$ cat src/rtl/rom_port_arbiter.sv
// rom_port_arbiter
//   Shares the single read port of the instruction ROM between instruction
//   fetch (IF) and the data-side reader (DR). Fetch has fixed priority; a
//   starvation counter forces a DR grant after STARVE_MAX consecutive
//   refusals. Responses are registered and appear one cycle after the
//   handshake (req & ready).
//
// Ports
//   clock, reset         rising-edge clock, synchronous active-high reset
//   if_req/if_addr       fetch request and byte address (held until ready)
//   if_ready             combinational grant to fetch
//   if_rvalid/if_rdata/if_err  registered fetch response
//   dr_req/dr_addr       data-read request and byte address
//   dr_ready             combinational grant to data reader
//   dr_rvalid/dr_rdata/dr_err  registered data-read response
//   rom_addr             byte address to ROM (word index is addr[16:2])
//   rom_data             combinational ROM read data
module rom_port_arbiter #(
  parameter int ADDR_W     = 17,
  parameter int DATA_W     = 32,
  parameter int STARVE_MAX = 4
) (
  input  logic              clock,
  input  logic              reset,
  input  logic              if_req,
  input  logic [ADDR_W-1:0] if_addr,
  output logic              if_ready,
  output logic              if_rvalid,
  output logic [DATA_W-1:0] if_rdata,
  output logic              if_err,
  input  logic              dr_req,
  input  logic [ADDR_W-1:0] dr_addr,
  output logic              dr_ready,
  output logic              dr_rvalid,
  output logic [DATA_W-1:0] dr_rdata,
  output logic              dr_err,
  output logic [ADDR_W-1:0] rom_addr,
  input  logic [DATA_W-1:0] rom_data
);

  localparam int CNT_W = $clog2(STARVE_MAX + 1);
  localparam logic [CNT_W-1:0] STARVE_LIM = CNT_W'(STARVE_MAX);
  localparam logic [CNT_W-1:0] CNT_ONE    = CNT_W'(1);

  // A word access is misaligned when either low byte-offset bit is set.
  function automatic logic misaligned(input logic [ADDR_W-1:0] addr);
    return (addr[1:0] != 2'b00);
  endfunction

  logic             grant_if_s;
  logic             grant_dr_s;
  logic [CNT_W-1:0] starve_cnt_r;

  logic              if_rvalid_r;
  logic [DATA_W-1:0] if_rdata_r;
  logic              if_err_r;
  logic              dr_rvalid_r;
  logic [DATA_W-1:0] dr_rdata_r;
  logic              dr_err_r;

  // Arbitration: saturated starvation counter beats fetch priority.
  always_comb begin
    grant_if_s = 1'b0;
    grant_dr_s = 1'b0;
    if (reset) begin
      grant_if_s = 1'b0;
      grant_dr_s = 1'b0;
    end else if (dr_req && (starve_cnt_r == STARVE_LIM)) begin
      grant_dr_s = 1'b1;
    end else if (if_req) begin
      grant_if_s = 1'b1;
    end else if (dr_req) begin
      grant_dr_s = 1'b1;
    end else begin
      grant_if_s = 1'b0;
      grant_dr_s = 1'b0;
    end
  end

  // ROM address mux: winner's address, zero when idle.
  always_comb begin
    rom_addr = {ADDR_W{1'b0}};
    if (grant_if_s) begin
      rom_addr = if_addr;
    end else if (grant_dr_s) begin
      rom_addr = dr_addr;
    end else begin
      rom_addr = {ADDR_W{1'b0}};
    end
  end

  assign if_ready = grant_if_s;
  assign dr_ready = grant_dr_s;

  // Starvation counter: counts consecutive cycles DR is refused by fetch.
  always_ff @(posedge clock) begin
    if (reset) begin
      starve_cnt_r <= {CNT_W{1'b0}};
    end else if (dr_req && grant_if_s) begin
      // Saturation is unreachable here (saturated DR wins), kept as a guard.
      if (starve_cnt_r != STARVE_LIM) begin
        starve_cnt_r <= starve_cnt_r + CNT_ONE;
      end else begin
        starve_cnt_r <= starve_cnt_r;
      end
    end else begin
      starve_cnt_r <= {CNT_W{1'b0}};
    end
  end

  // Response registers: loser keeps its previous data/err, only rvalid drops.
  always_ff @(posedge clock) begin
    if (reset) begin
      if_rvalid_r <= 1'b0;
      if_rdata_r  <= {DATA_W{1'b0}};
      if_err_r    <= 1'b0;
      dr_rvalid_r <= 1'b0;
      dr_rdata_r  <= {DATA_W{1'b0}};
      dr_err_r    <= 1'b0;
    end else begin
      if_rvalid_r <= grant_if_s;
      dr_rvalid_r <= grant_dr_s;
      if (grant_if_s) begin
        if_rdata_r <= misaligned(if_addr) ? {DATA_W{1'b0}} : rom_data;
        if_err_r   <= misaligned(if_addr);
      end else begin
        if_rdata_r <= if_rdata_r;
        if_err_r   <= if_err_r;
      end
      if (grant_dr_s) begin
        dr_rdata_r <= misaligned(dr_addr) ? {DATA_W{1'b0}} : rom_data;
        dr_err_r   <= misaligned(dr_addr);
      end else begin
        dr_rdata_r <= dr_rdata_r;
        dr_err_r   <= dr_err_r;
      end
    end
  end

  // A response captured on the edge that enters reset must never be seen,
  // so reset masks the registered outputs while it is held.
  assign if_rvalid = if_rvalid_r & ~reset;
  assign if_rdata  = reset ? {DATA_W{1'b0}} : if_rdata_r;
  assign if_err    = if_err_r & ~reset;
  assign dr_rvalid = dr_rvalid_r & ~reset;
  assign dr_rdata  = reset ? {DATA_W{1'b0}} : dr_rdata_r;
  assign dr_err    = dr_err_r & ~reset;

endmodule

$ cat config.mk
export PLATFORM = sky130hd
export DESIGN_NAME = rom_port_arbiter
export DESIGN_NICKNAME = d
export VERILOG_FILES = /design/src/rtl/rom_port_arbiter.sv
export SDC_FILE = /design/constraint.sdc
export NUM_CORES = 1
export LEC_CHECK = 0
export CORE_ASPECT_RATIO = 1.75
export CORE_UTILIZATION = 44
export DETAILED_ROUTE_END_ITERATION = 12
export DONT_BUFFER_PORTS = 1
export GPL_TIMING_DRIVEN = 0
export PLACE_DENSITY = 0.62
export SETUP_SLACK_MARGIN = 0.3
export SYNTH_ARGS = -nofsm -noshare
export SYNTH_HDL_FRONTEND = slang
export SYNTH_SLANG_ARGS = --single-unit
$ cat constraint.sdc
create_clock -name clock -period 3.43 [get_ports clock]
set_clock_uncertainty 0.05 [all_clocks]
set_input_delay 0.1715 -clock clock [delete_from_list [all_inputs] [get_ports clock]]
set_output_delay 0.1715 -clock clock [all_outputs]
set_load 0.01 [all_outputs]
==> flow_summary.json, run 1 <==
{
  "critical_path_buf_inv_count": 2,
  "clock_tree_from_tritoncts": "built",
  "power_density_nw_per_um2": 508,
  "drt-total-wl_mm": 7.55,
  "synth.top_cells.by_area": "sky130_fd_sc_hd__dfxtp_1 42%, sky130_fd_sc_hd__mux2_2 18%, sky130_fd_sc_hd__and2_1 12%, sky130_fd_sc_hd__nor2b_1 12%, sky130_fd_sc_hd__a22o_1 4.4%",
  "row_count": 42,
  "cts_num_sinks": 71,
  "synth.avg_cell_area_um2": 10.2,
  "tns_ns": 0,
  "worstSetupStartpointType": "register",
  "die_w_um": 68.3,
  "critical_path.slowest_cell": "sky130_fd_sc_hd__a311oi_2",
  "power.net_switching_w": 0.000416,
  "worst_setup_path_end_kind": "output pin",
  "switching_share": 0.213,
  "number_of_nets_in_the_layout": 418,
  "diodes": 0,
  "share_of_post_route_cells_with_drive_strength_above_1": 0.236,
  "rsz_0062_raised_after_global_routing": "false",
  "boundaryPins": 157,
  "synth.net_count": 404,
  "fillerInstances": 732,
  "fp.dieH_um": 118,
  "drv_slew": 0,
  "critical_path.max_stage_delay_ns": 0.55,
  "synth_area_um2": 3390,
  "layout.cell_area.non_filler_um2": 3840,
  "routedWlPerCell_um": 17.2,
  "postRouteAntennaNets": 0,
  "power.share.clock": 0.483,
  "grt_first_pass_wirelength_mm": 11.5,
  "synth_seq_area_share": 0.419,
  "grt_pass1_vias": 2329,
  "hold_violations": 0,
  "setup_violations": 0,
  "ws_path_type": "reg2out",
  "grt_antenna_before_repair": 0,
  "hpwl_mm": 5.60,
  "route.detailed.drc": 0,
  "fmax_mhz": 426,
  "io_buffer_count": 0,
  "power.combinational.fraction": 0.080,
  "power.leakage_nw": 1.63,
  "synth.top_cell.area_share": 0.419,
  "post_drt_via_cell_ratio": 5.29,
  "synth.distinct_cells": 21,
  "crit_path_cell_trace": "inv_1 > ha_1 > a311oi_2 > buf_2 > a22o_1",
  "period_minus_slack_ns": 2.35,
  "worst-endpoint-arrival_ns": 2.13,
  "fp.coreArea_um2": 7510,
  "gr-usage-all-layers": 0.194,
  "synthesis.instances": 332,
  "worstHoldPathType": "in2reg",
  "pin_count_of_the_biggest_net_entering_global_routing": 12,
  "clock_tree.root_cell": "sky130_fd_sc_hd__clkbuf_16",
  "cts-htree-levels": 3,
  "max-vdd-ir-drop_mv": 0.448,
  "numCtsBuffers": 9,
  "warnings_synthesis": 0,
  "vias": 2323,
  "timing.critical_path.fanout_max": 10,
  "clockBufferDepth": 2,
  "intPower_w": 0.00154,
  "placement.cell_area_um2": 3500,
  "ys_ff_latch": 71,
  "layout.cells.most_common": "sky130_fd_sc_hd__dfxtp_1",
  "drt-pass1-iter-count": 4,
  "slew_headroom": 0.626,
  "netlist.top_cell.by_area": "sky130_fd_sc_hd__dfxtp_1",
  "period_share": 0.684,
  "seq_power_share": 0.437,
  "insertion_delay_ns": 0.32,
  "gr-total-overflow": 0,
  "flow.area_growth_from_synthesis_pct": 13.3,
  "most_used_cells_in_the_layout_excluding_fill_and_tap_cells": "71 x sky130_fd_sc_hd__dfxtp_1, 66 x sky130_fd_sc_hd__nor2b_1, 66 x sky130_fd_sc_hd__and2_1, 54 x sky130_fd_sc_hd__mux2_2, 17 x sky130_fd_sc_hd__a22o_1",
  "cts.clk_slew.worst_paths_ns": 0.05,
  "timing_worst_slew_pin_value_ns": 0.561,
  "die_area_um2": 8070,
  "critical_path_s_top_delay_family": "compound AO/OA/AOI/OAI gates",
  "required_ns": 3.21,
  "place_congestion": 0.739,
  "start_util": 0.451,
  "drv_cap": 0,
  "drtIter0Drc": 75,
  "outcome": "completed"
}
routing by layer:
| metal | global-route usage | part of all wire | routed length (um) | up-vias |
|---|---|---|---|---|
| met1 | 0.192 | 0.37 | 2770 | 1090 |
| met2 | 0.347 | 0.55 | 4120 | 93 |
| li1 | - | - | - | 1127 |
| met5 | 0 | 0 | 0 | - |
| met3 | 0.0581 | 0.066 | 501 | 13 |
| met4 | 0.0859 | 0.021 | 157 | 0 |
metrics by stage:
step	hold slack [ns]	setup WS, ns	util	instances	total power, W
CTS	0.0200	1.03	0.511	439	0.00198
floorplan	0.213	1.70	-	332	0.000994
global route	0.0282	0.923	0.511	439	0.00204
detailed placement	0.223	1.39	0.466	420	0.00103
global placement	0.225	1.46	0.466	420	0.00102
finish	0.0297	1.08	0.511	439	0.00195
cells in the mapped netlist:
cell,n
sky130_fd_sc_hd__buf_2,8
sky130_fd_sc_hd__dfxtp_1,71
sky130_fd_sc_hd__mux2_1,10
sky130_fd_sc_hd__and2_1,66
sky130_fd_sc_hd__a21oi_1,2
sky130_fd_sc_hd__a22o_1,17
sky130_fd_sc_hd__a21oi_2,1
sky130_fd_sc_hd__a311oi_2,1
sky130_fd_sc_hd__nand3b_1,1
sky130_fd_sc_hd__nand2_1,1
sky130_fd_sc_hd__mux2_2,54
sky130_fd_sc_hd__a311oi_1,1
sky130_fd_sc_hd__clkbuf_1,13
sky130_fd_sc_hd__nor2_1,4
sky130_fd_sc_hd__mux2i_1,3
sky130_fd_sc_hd__nand2b_1,3
sky130_fd_sc_hd__inv_1,4
sky130_fd_sc_hd__buf_4,3
sky130_fd_sc_hd__ha_1,2
sky130_fd_sc_hd__inv_2,1
sky130_fd_sc_hd__nor2b_1,66
cell type report:
cell class / count / area [um^2] / share of cell area
tap: 88 / 110 / 0.0287
timing repair buffer: 3 / 30.0 / 0.00782
multi-input combinational: 232 / 1840 / 0.479
clock buffer: 13 / 270 / 0.0704
sequential: 71 / 1420 / 0.370
buffer: 24 / 111 / 0.0290
clock inverter: 3 / 40.0 / 0.0104
inverter: 5 / 18.8 / 0.00489
sequential cells by signal, summed over array words and instances, names as in the netlist:
| register | count |
|---|---|
| dr_rdata_r | 32 |
| if_rdata_r | 32 |
| starve_cnt_r | 3 |
| dr_err_r | 1 |
| dr_rvalid_r | 1 |
| if_err_r | 1 |
| if_rvalid_r | 1 |
power by group through the flow:
stage	logic (W)	registers [W]	clock network, W
2_1_floorplan	0.000125	0.000869	0
3_5_place_dp	0.000156	0.000870	0
6_report	0.000156	0.000853	0.000943
5_1_grt	0.000173	0.000855	0.00101
4_1_cts	0.000160	0.000853	0.000972
3_3_place_gp	0.000154	0.000870	0
worst paths after layout:
kind                                 startpoint             end  slack, ns  depth (start not counted)
worst max-delay path            starve_cnt_r[0]    rom_addr[15]       1.08                          5
worst min register to register         if_err_r        if_err_r       0.43                          2
worst min-delay path                rom_data[5]   if_rdata_r[5]       0.03                          2
worst max register to register  starve_cnt_r[0]  if_rdata_r[29]       1.41                          5
worst reg2reg max path: stages (launching register included):
cell                       delay, ns
sky130_fd_sc_hd__dfxtp_1        0.34
sky130_fd_sc_hd__inv_1          0.06
sky130_fd_sc_hd__ha_1           0.26
sky130_fd_sc_hd__a311oi_2       0.55
sky130_fd_sc_hd__buf_4          0.31
sky130_fd_sc_hd__mux2_2         0.35
cell families (layout without fill, tap and decap cells):
group,after synthesis,after routing,share of synthesized area
buffers and inverters,29,48,0.0384
AND/OR/NAND/NOR,141,141,0.257
AO/OA/AOI/OAI,22,22,0.0565
multiplexers,67,67,0.221
adder cells (fa/ha/maj),2,2,0.00738
flip-flops,71,71,0.419
repair_timing:
| item | 4_1_cts | 5_1_grt |
|---|---|---|
| setup buffers | 0 | 0 |
| hold buffers | 3 | 0 |
| gates resized for setup | 0 | 0 |
| endpoints found under the hold margin | 3 | 0 |
| setup endpoints to repair | 0 | 0 |
Power figures use the tool's default switching activity.
==> inputs of run 2 (changes only) <==
==> constraint.sdc (replaced) <==
create_clock -name clock -period 2.33 [get_ports clock]
set_clock_uncertainty 0.05 [all_clocks]
set_input_delay 0.1165 -clock clock [delete_from_list [all_inputs] [get_ports clock]]
set_output_delay 0.1165 -clock clock [all_outputs]
set_load 0.01 [all_outputs]
==> flow_summary.json, run 2 (same netlist as run 1, synthesis figures left out) <==
{
  "clock_tree.root_cell": "sky130_fd_sc_hd__clkbuf_16",
  "hold_path_startpoint": "rom_data[0]",
  "cts_num_sinks": 71,
  "setup_violations": 0,
  "tns_ns": 0,
  "most_used_cells_in_the_layout_excluding_fill_and_tap_cells": "71 x sky130_fd_sc_hd__dfxtp_1, 66 x sky130_fd_sc_hd__nor2b_1, 66 x sky130_fd_sc_hd__and2_1, 54 x sky130_fd_sc_hd__mux2_2, 35 x sky130_fd_sc_hd__dlygate4sd3_1",
  "drt-total-wl_mm": 8.05,
  "routedWlPerCell_um": 16.9,
  "clock_tree_from_tritoncts": "built",
  "power_density_nw_per_um2": 688,
  "whs_endpoint": "dr_rdata_r[0]",
  "crit_path_cell_trace": "inv_1 > ha_4 > nand2_1 > a21oi_4 > buf_2 > mux2_2",
  "power.leakage_nw": 1.82,
  "drtIter0Drc": 81,
  "layout.cells.most_common": "sky130_fd_sc_hd__dfxtp_1",
  "power.combinational.fraction": 0.101,
  "hold_violations": 0,
  "drt-pass1-iter-count": 4,
  "vias": 2466,
  "fillerInstances": 697,
  "timing_worst_slew_pin_value_ns": 0.550,
  "row_count": 42,
  "drv_cap": 0,
  "worstSetupStartpointType": "register",
  "max-vdd-ir-drop_mv": 0.660,
  "ws_path_type": "reg2reg",
  "fp.coreArea_um2": 7510,
  "die_area_um2": 8070,
  "critical_path.slowest_cell": "sky130_fd_sc_hd__mux2_2",
  "grt_antenna_before_repair": 0,
  "pin_count_of_the_biggest_net_entering_global_routing": 12,
  "power.share.clock": 0.472,
  "worst_hold_path_stage_count": 2,
  "cts-htree-levels": 3,
  "wl_met2_mm": 4.48,
  "number_of_nets_in_the_layout": 456,
  "met1_wire_length_mm": 2.96,
  "worst_setup_path_end_kind": "register",
  "regToRegEndpoint": "dr_rdata_r[26]",
  "postRouteAntennaNets": 0,
  "io_buffer_count": 0,
  "fp.dieH_um": 118,
  "drv_slew": 0,
  "die_w_um": 68.3,
  "power.net_switching_w": 0.000630,
  "diodes": 0,
  "cts.clk_slew.worst_paths_ns": 0.05,
  "gr-usage-all-layers": 0.203,
  "switching_share": 0.214,
  "whs_ns": 0.0171,
  "grt_pass1_vias": 2493,
  "reg2regPathDepth": 6,
  "insertion_delay_ns": 0.32,
  "place_congestion": 0.739,
  "largest_registers": "dr_rdata_r x32, if_rdata_r x32, starve_cnt_r x3",
  "timing.critical_path.fanout_max": 10,
  "critical_path.max_stage_delay_ns": 0.38,
  "numCtsBuffers": 9,
  "slew_headroom": 0.633,
  "worstHoldPathType": "in2reg",
  "clockBufferDepth": 2,
  "period_minus_slack_ns": 1.95,
  "worst-endpoint-arrival_ns": 2.10,
  "flow.area_growth_from_synthesis_pct": 26.2,
  "r2r-start": "starve_cnt_r[0]",
  "grt_first_pass_wirelength_mm": 12.1,
  "share_of_post_route_cells_with_drive_strength_above_1": 0.237,
  "hpwl_mm": 5.60,
  "rsz_0062_raised_after_global_routing": "true",
  "dr_wl_met3_um": 465,
  "period_share": 0.835,
  "r2r_setup_slack_ns": 0.38,
  "required_ns": 2.49,
  "boundaryPins": 157,
  "intPower_w": 0.00231,
  "fmax_mhz": 514,
  "post_drt_via_cell_ratio": 5.17,
  "seq_power_share": 0.427,
  "route.detailed.drc": 0,
  "outcome": "completed",
  "start_util": 0.451,
  "gr-total-overflow": 0,
  "top_layer": "met4"
}
[run 2: per-stage QoR]
stage	cells	worst slack [ns]	total power (W)	utilization	instance area [um^2]
after global placement	420	0.356	0.00151	0.466	3500
after floorplan	332	0.598	0.00146	-	3390
after detailed placement	420	0.286	0.00151	0.466	3500
final	477	0.384	0.00294	0.569	4280
after global routing	477	0.284	0.00307	0.569	4280
after CTS	475	0.290	0.00298	0.562	4220
[run 2: final cells by class]
cell class	instances	area, um^2	share of cell area
Timing Repair Buffer	41	393	0.0919
Clock buffer	13	270	0.0632
Tap cell	88	110	0.0257
Multi-Input combinational cell	232	1890	0.441
Inverter	5	18.8	0.00439
Sequential cell	71	1420	0.332
Buffer	24	136	0.0319
Clock inverter	3	40.0	0.00936
[run 2: worst max-delay path, delay by kind of cell (launching register included)]
kind | cells | cell delay (ns)
muxes | 1 | 0.38
and+or+nand+nor | 1 | 0.12
adders and majority gates | 1 | 0.19
buffers and inverters | 2 | 0.45
AOI/OAI and AO/OA | 1 | 0.31
DFF | 1 | 0.32
[run 2: power by group through the flow]
| stage | clock network, W | registers [W] | logic [W] |
|---|---|---|---|
| 2_1_floorplan | 0 | 0.00128 | 0.000185 |
| 3_3_place_gp | 0 | 0.00128 | 0.000226 |
| 3_5_place_dp | 0 | 0.00128 | 0.000230 |
| 4_1_cts | 0.00143 | 0.00125 | 0.000294 |
| 5_1_grt | 0.00148 | 0.00126 | 0.000327 |
| 6_report | 0.00139 | 0.00126 | 0.000298 |
[run 2: how the worst max path moves through the flow]
stage,start,to,slack [ns],cells after the start
3_5_place_dp,starve_cnt_r[0],if_rdata_r[1],0.29,5
4_1_cts,starve_cnt_r[0],rom_addr[15],0.29,6
5_1_grt,starve_cnt_r[0],rom_addr[9],0.28,6
3_3_place_gp,starve_cnt_r[0],if_rdata_r[1],0.36,5
2_1_floorplan,starve_cnt_r[0],if_rdata_r[1],0.60,5
6_report,starve_cnt_r[0],dr_rdata_r[26],0.38,6
[run 2: layer usage]
layer | track usage | up-vias
li1 | - | 1206
met1 | 0.204 | 1153
met2 | 0.369 | 96
met3 | 0.0552 | 11
met4 | 0.0859 | 0
met5 | 0 | -
[run 2: timing repair]
item	CTS	global route
pin swaps	2	1
endpoints found under the hold margin	65	0
gates resized for setup	8	7
setup endpoints to repair	49	77
buffers inserted	3	1
hold buffers	35	0
cloned	1	1
==> inputs of run 3 (changes only) <==
==> constraint.sdc (replaced) <==
create_clock -name clock -period 1.9 [get_ports clock]
set_clock_uncertainty 0.05 [all_clocks]
set_input_delay 0.095 -clock clock [delete_from_list [all_inputs] [get_ports clock]]
set_output_delay 0.095 -clock clock [all_outputs]
set_load 0.01 [all_outputs]
==> flow_summary.json, run 3 (same netlist as run 1, synthesis figures left out) <==
{
  "timing_worst_slew_pin_value_ns": 0.537,
  "route.detailed.drc": 0,
  "worst-endpoint-arrival_ns": 1.68,
  "required_ns": 1.75,
  "place_congestion": 0.887,
  "die_w_um": 68.3,
  "start_util": 0.451,
  "cts.clk_slew.worst_paths_ns": 0.05,
  "period_minus_slack_ns": 1.82,
  "tns_ns": 0,
  "grt_first_pass_wirelength_mm": 13.3,
  "setup_violations": 0,
  "hold_violations": 0,
  "ws_path_type": "reg2out",
  "whs_endpoint": "dr_err_r",
  "outcome": "completed",
  "r2r_setup_slack_ns": 0.10,
  "hold_path_startpoint": "if_req",
  "number_of_nets_in_the_layout": 462,
  "drtIter0Drc": 64,
  "drt-total-wl_mm": 8.83,
  "grt_antenna_before_repair": 0,
  "total_power_w": 0.00359,
  "row_count": 42,
  "postRouteAntennaNets": 0,
  "fmax_mhz": 548,
  "flow.area_growth_from_synthesis_pct": 34.8,
  "drv_cap": 0,
  "hpwl_mm": 6.07,
  "pin_count_of_the_biggest_net_entering_global_routing": 12,
  "max-vdd-ir-drop_mv": 0.582,
  "worstHoldPathType": "in2reg",
  "worstSetupStartpointType": "register",
  "period_share": 0.960,
  "gr-usage-all-layers": 0.226,
  "slew_headroom": 0.642,
  "boundaryPins": 157,
  "numCtsBuffers": 9,
  "worst_setup_path_end_kind": "output pin",
  "most_used_cells_in_the_layout_excluding_fill_and_tap_cells": "69 x sky130_fd_sc_hd__dfxtp_1, 66 x sky130_fd_sc_hd__nor2b_1, 66 x sky130_fd_sc_hd__and2_1, 40 x sky130_fd_sc_hd__mux2_2, 35 x sky130_fd_sc_hd__dlygate4sd3_1",
  "worst_hold_path_stage_count": 3,
  "routedWlPerCell_um": 18.3,
  "clock_tree.root_cell": "sky130_fd_sc_hd__clkbuf_16",
  "die_area_um2": 8070,
  "clockBufferDepth": 2,
  "regToRegEndpoint": "dr_rdata_r[10]",
  "cts_num_sinks": 71,
  "gr-total-overflow": 0,
  "cts-htree-levels": 3,
  "layout.cells.most_common": "sky130_fd_sc_hd__dfxtp_1",
  "fp.dieH_um": 118,
  "post_drt_via_cell_ratio": 5.20,
  "insertion_delay_ns": 0.33,
  "rsz_0062_raised_after_global_routing": "true",
  "vias": 2513,
  "largest_registers": "dr_rdata_r x32, if_rdata_r x32, starve_cnt_r x3",
  "diodes": 0,
  "timing.critical_path.fanout_max": 5,
  "drv_slew": 0,
  "drt-pass1-iter-count": 4,
  "reg2regPathDepth": 9,
  "clock_tree_from_tritoncts": "built",
  "power_density_nw_per_um2": 786,
  "grt_pass1_vias": 2549,
  "share_of_post_route_cells_with_drive_strength_above_1": 0.281,
  "io_buffer_count": 0,
  "r2r-start": "starve_cnt_r[1]",
  "fp.coreArea_um2": 7510,
  "power.leakage_nw": 1.93,
  "fillerInstances": 643
}
-- run 3: worst max path at each step --
stage               cells after the start  slack, ns            start              to
global placement                        5       0.09  starve_cnt_r[0]  if_rdata_r[25]
detailed placement                      5       0.06  starve_cnt_r[0]   if_rdata_r[5]
CTS                                     5       0.04  starve_cnt_r[0]     rom_addr[1]
global route                            6       0.03  starve_cnt_r[0]    rom_addr[13]
finish                                  6       0.08  starve_cnt_r[0]    rom_addr[13]
floorplan                               5       0.26  starve_cnt_r[0]  if_rdata_r[13]
-- run 3: worst max-delay path, cell delays in order (launching register included) --
cell,delay (ns)
sky130_fd_sc_hd__dfxtp_2,0.33
sky130_fd_sc_hd__inv_2,0.05
sky130_fd_sc_hd__ha_4,0.17
sky130_fd_sc_hd__a311oi_4,0.36
sky130_fd_sc_hd__buf_6,0.18
sky130_fd_sc_hd__buf_8,0.12
sky130_fd_sc_hd__a22o_4,0.15
-- run 3: report_power, final --
| group | internal, W | switching (W) | leakage, nW |
|---|---|---|---|
| Clock | 0.00102 | 0.000598 | 0.145 |
| Sequential | 0.00153 | 0.00000800 | 0.577 |
| Combinational | 0.000229 | 0.000201 | 1.21 |
| Total | 0.00278 | 0.000807 | 1.93 |
-- run 3: final cells by class --
class | instances | area, um^2 | area share
timing repair buffer | 47 | 512 | 0.112
clock inverter | 2 | 12.5 | 0.00274
sequential | 71 | 1420 | 0.312
multi-input combinational | 232 | 2010 | 0.440
tap | 88 | 110 | 0.0241
buffer | 24 | 195 | 0.0427
inverter | 5 | 18.8 | 0.00411
clock buffer | 14 | 284 | 0.0622
-- run 3: metrics by stage --
step                setup WS (ns)   util  hold slack [ns]  std cells  area (um^2)
global route               0.0282  0.608            0.111        483         4570
CTS                        0.0358  0.595            0.128        482         4470
finish                     0.0752  0.608           0.0893        483         4570
global placement           0.0851  0.473            0.147        420         3550
floorplan                   0.264      -            0.137        332         3440
detailed placement         0.0558  0.473            0.145        420         3550
-- run 3: what timing repair did --
| item | CTS | global route |
|---|---|---|
| gates cloned | 2 | 0 |
| endpoints found under the hold margin | 67 | 0 |
| endpoints found under the setup margin | 84 | 84 |
| setup buffers | 9 | 1 |
| pin swaps | 11 | 3 |
| gates resized for setup | 31 | 20 |
| hold buffers | 35 | 0 |
-- run 3: metal layers --
metal,GRT usage,share of wire,up-vias
met5,0,0,-
met4,0.0898,0.015,0
met3,0.0494,0.048,8
met2,0.390,0.53,70
met1,0.257,0.40,1220
li1,-,-,1215
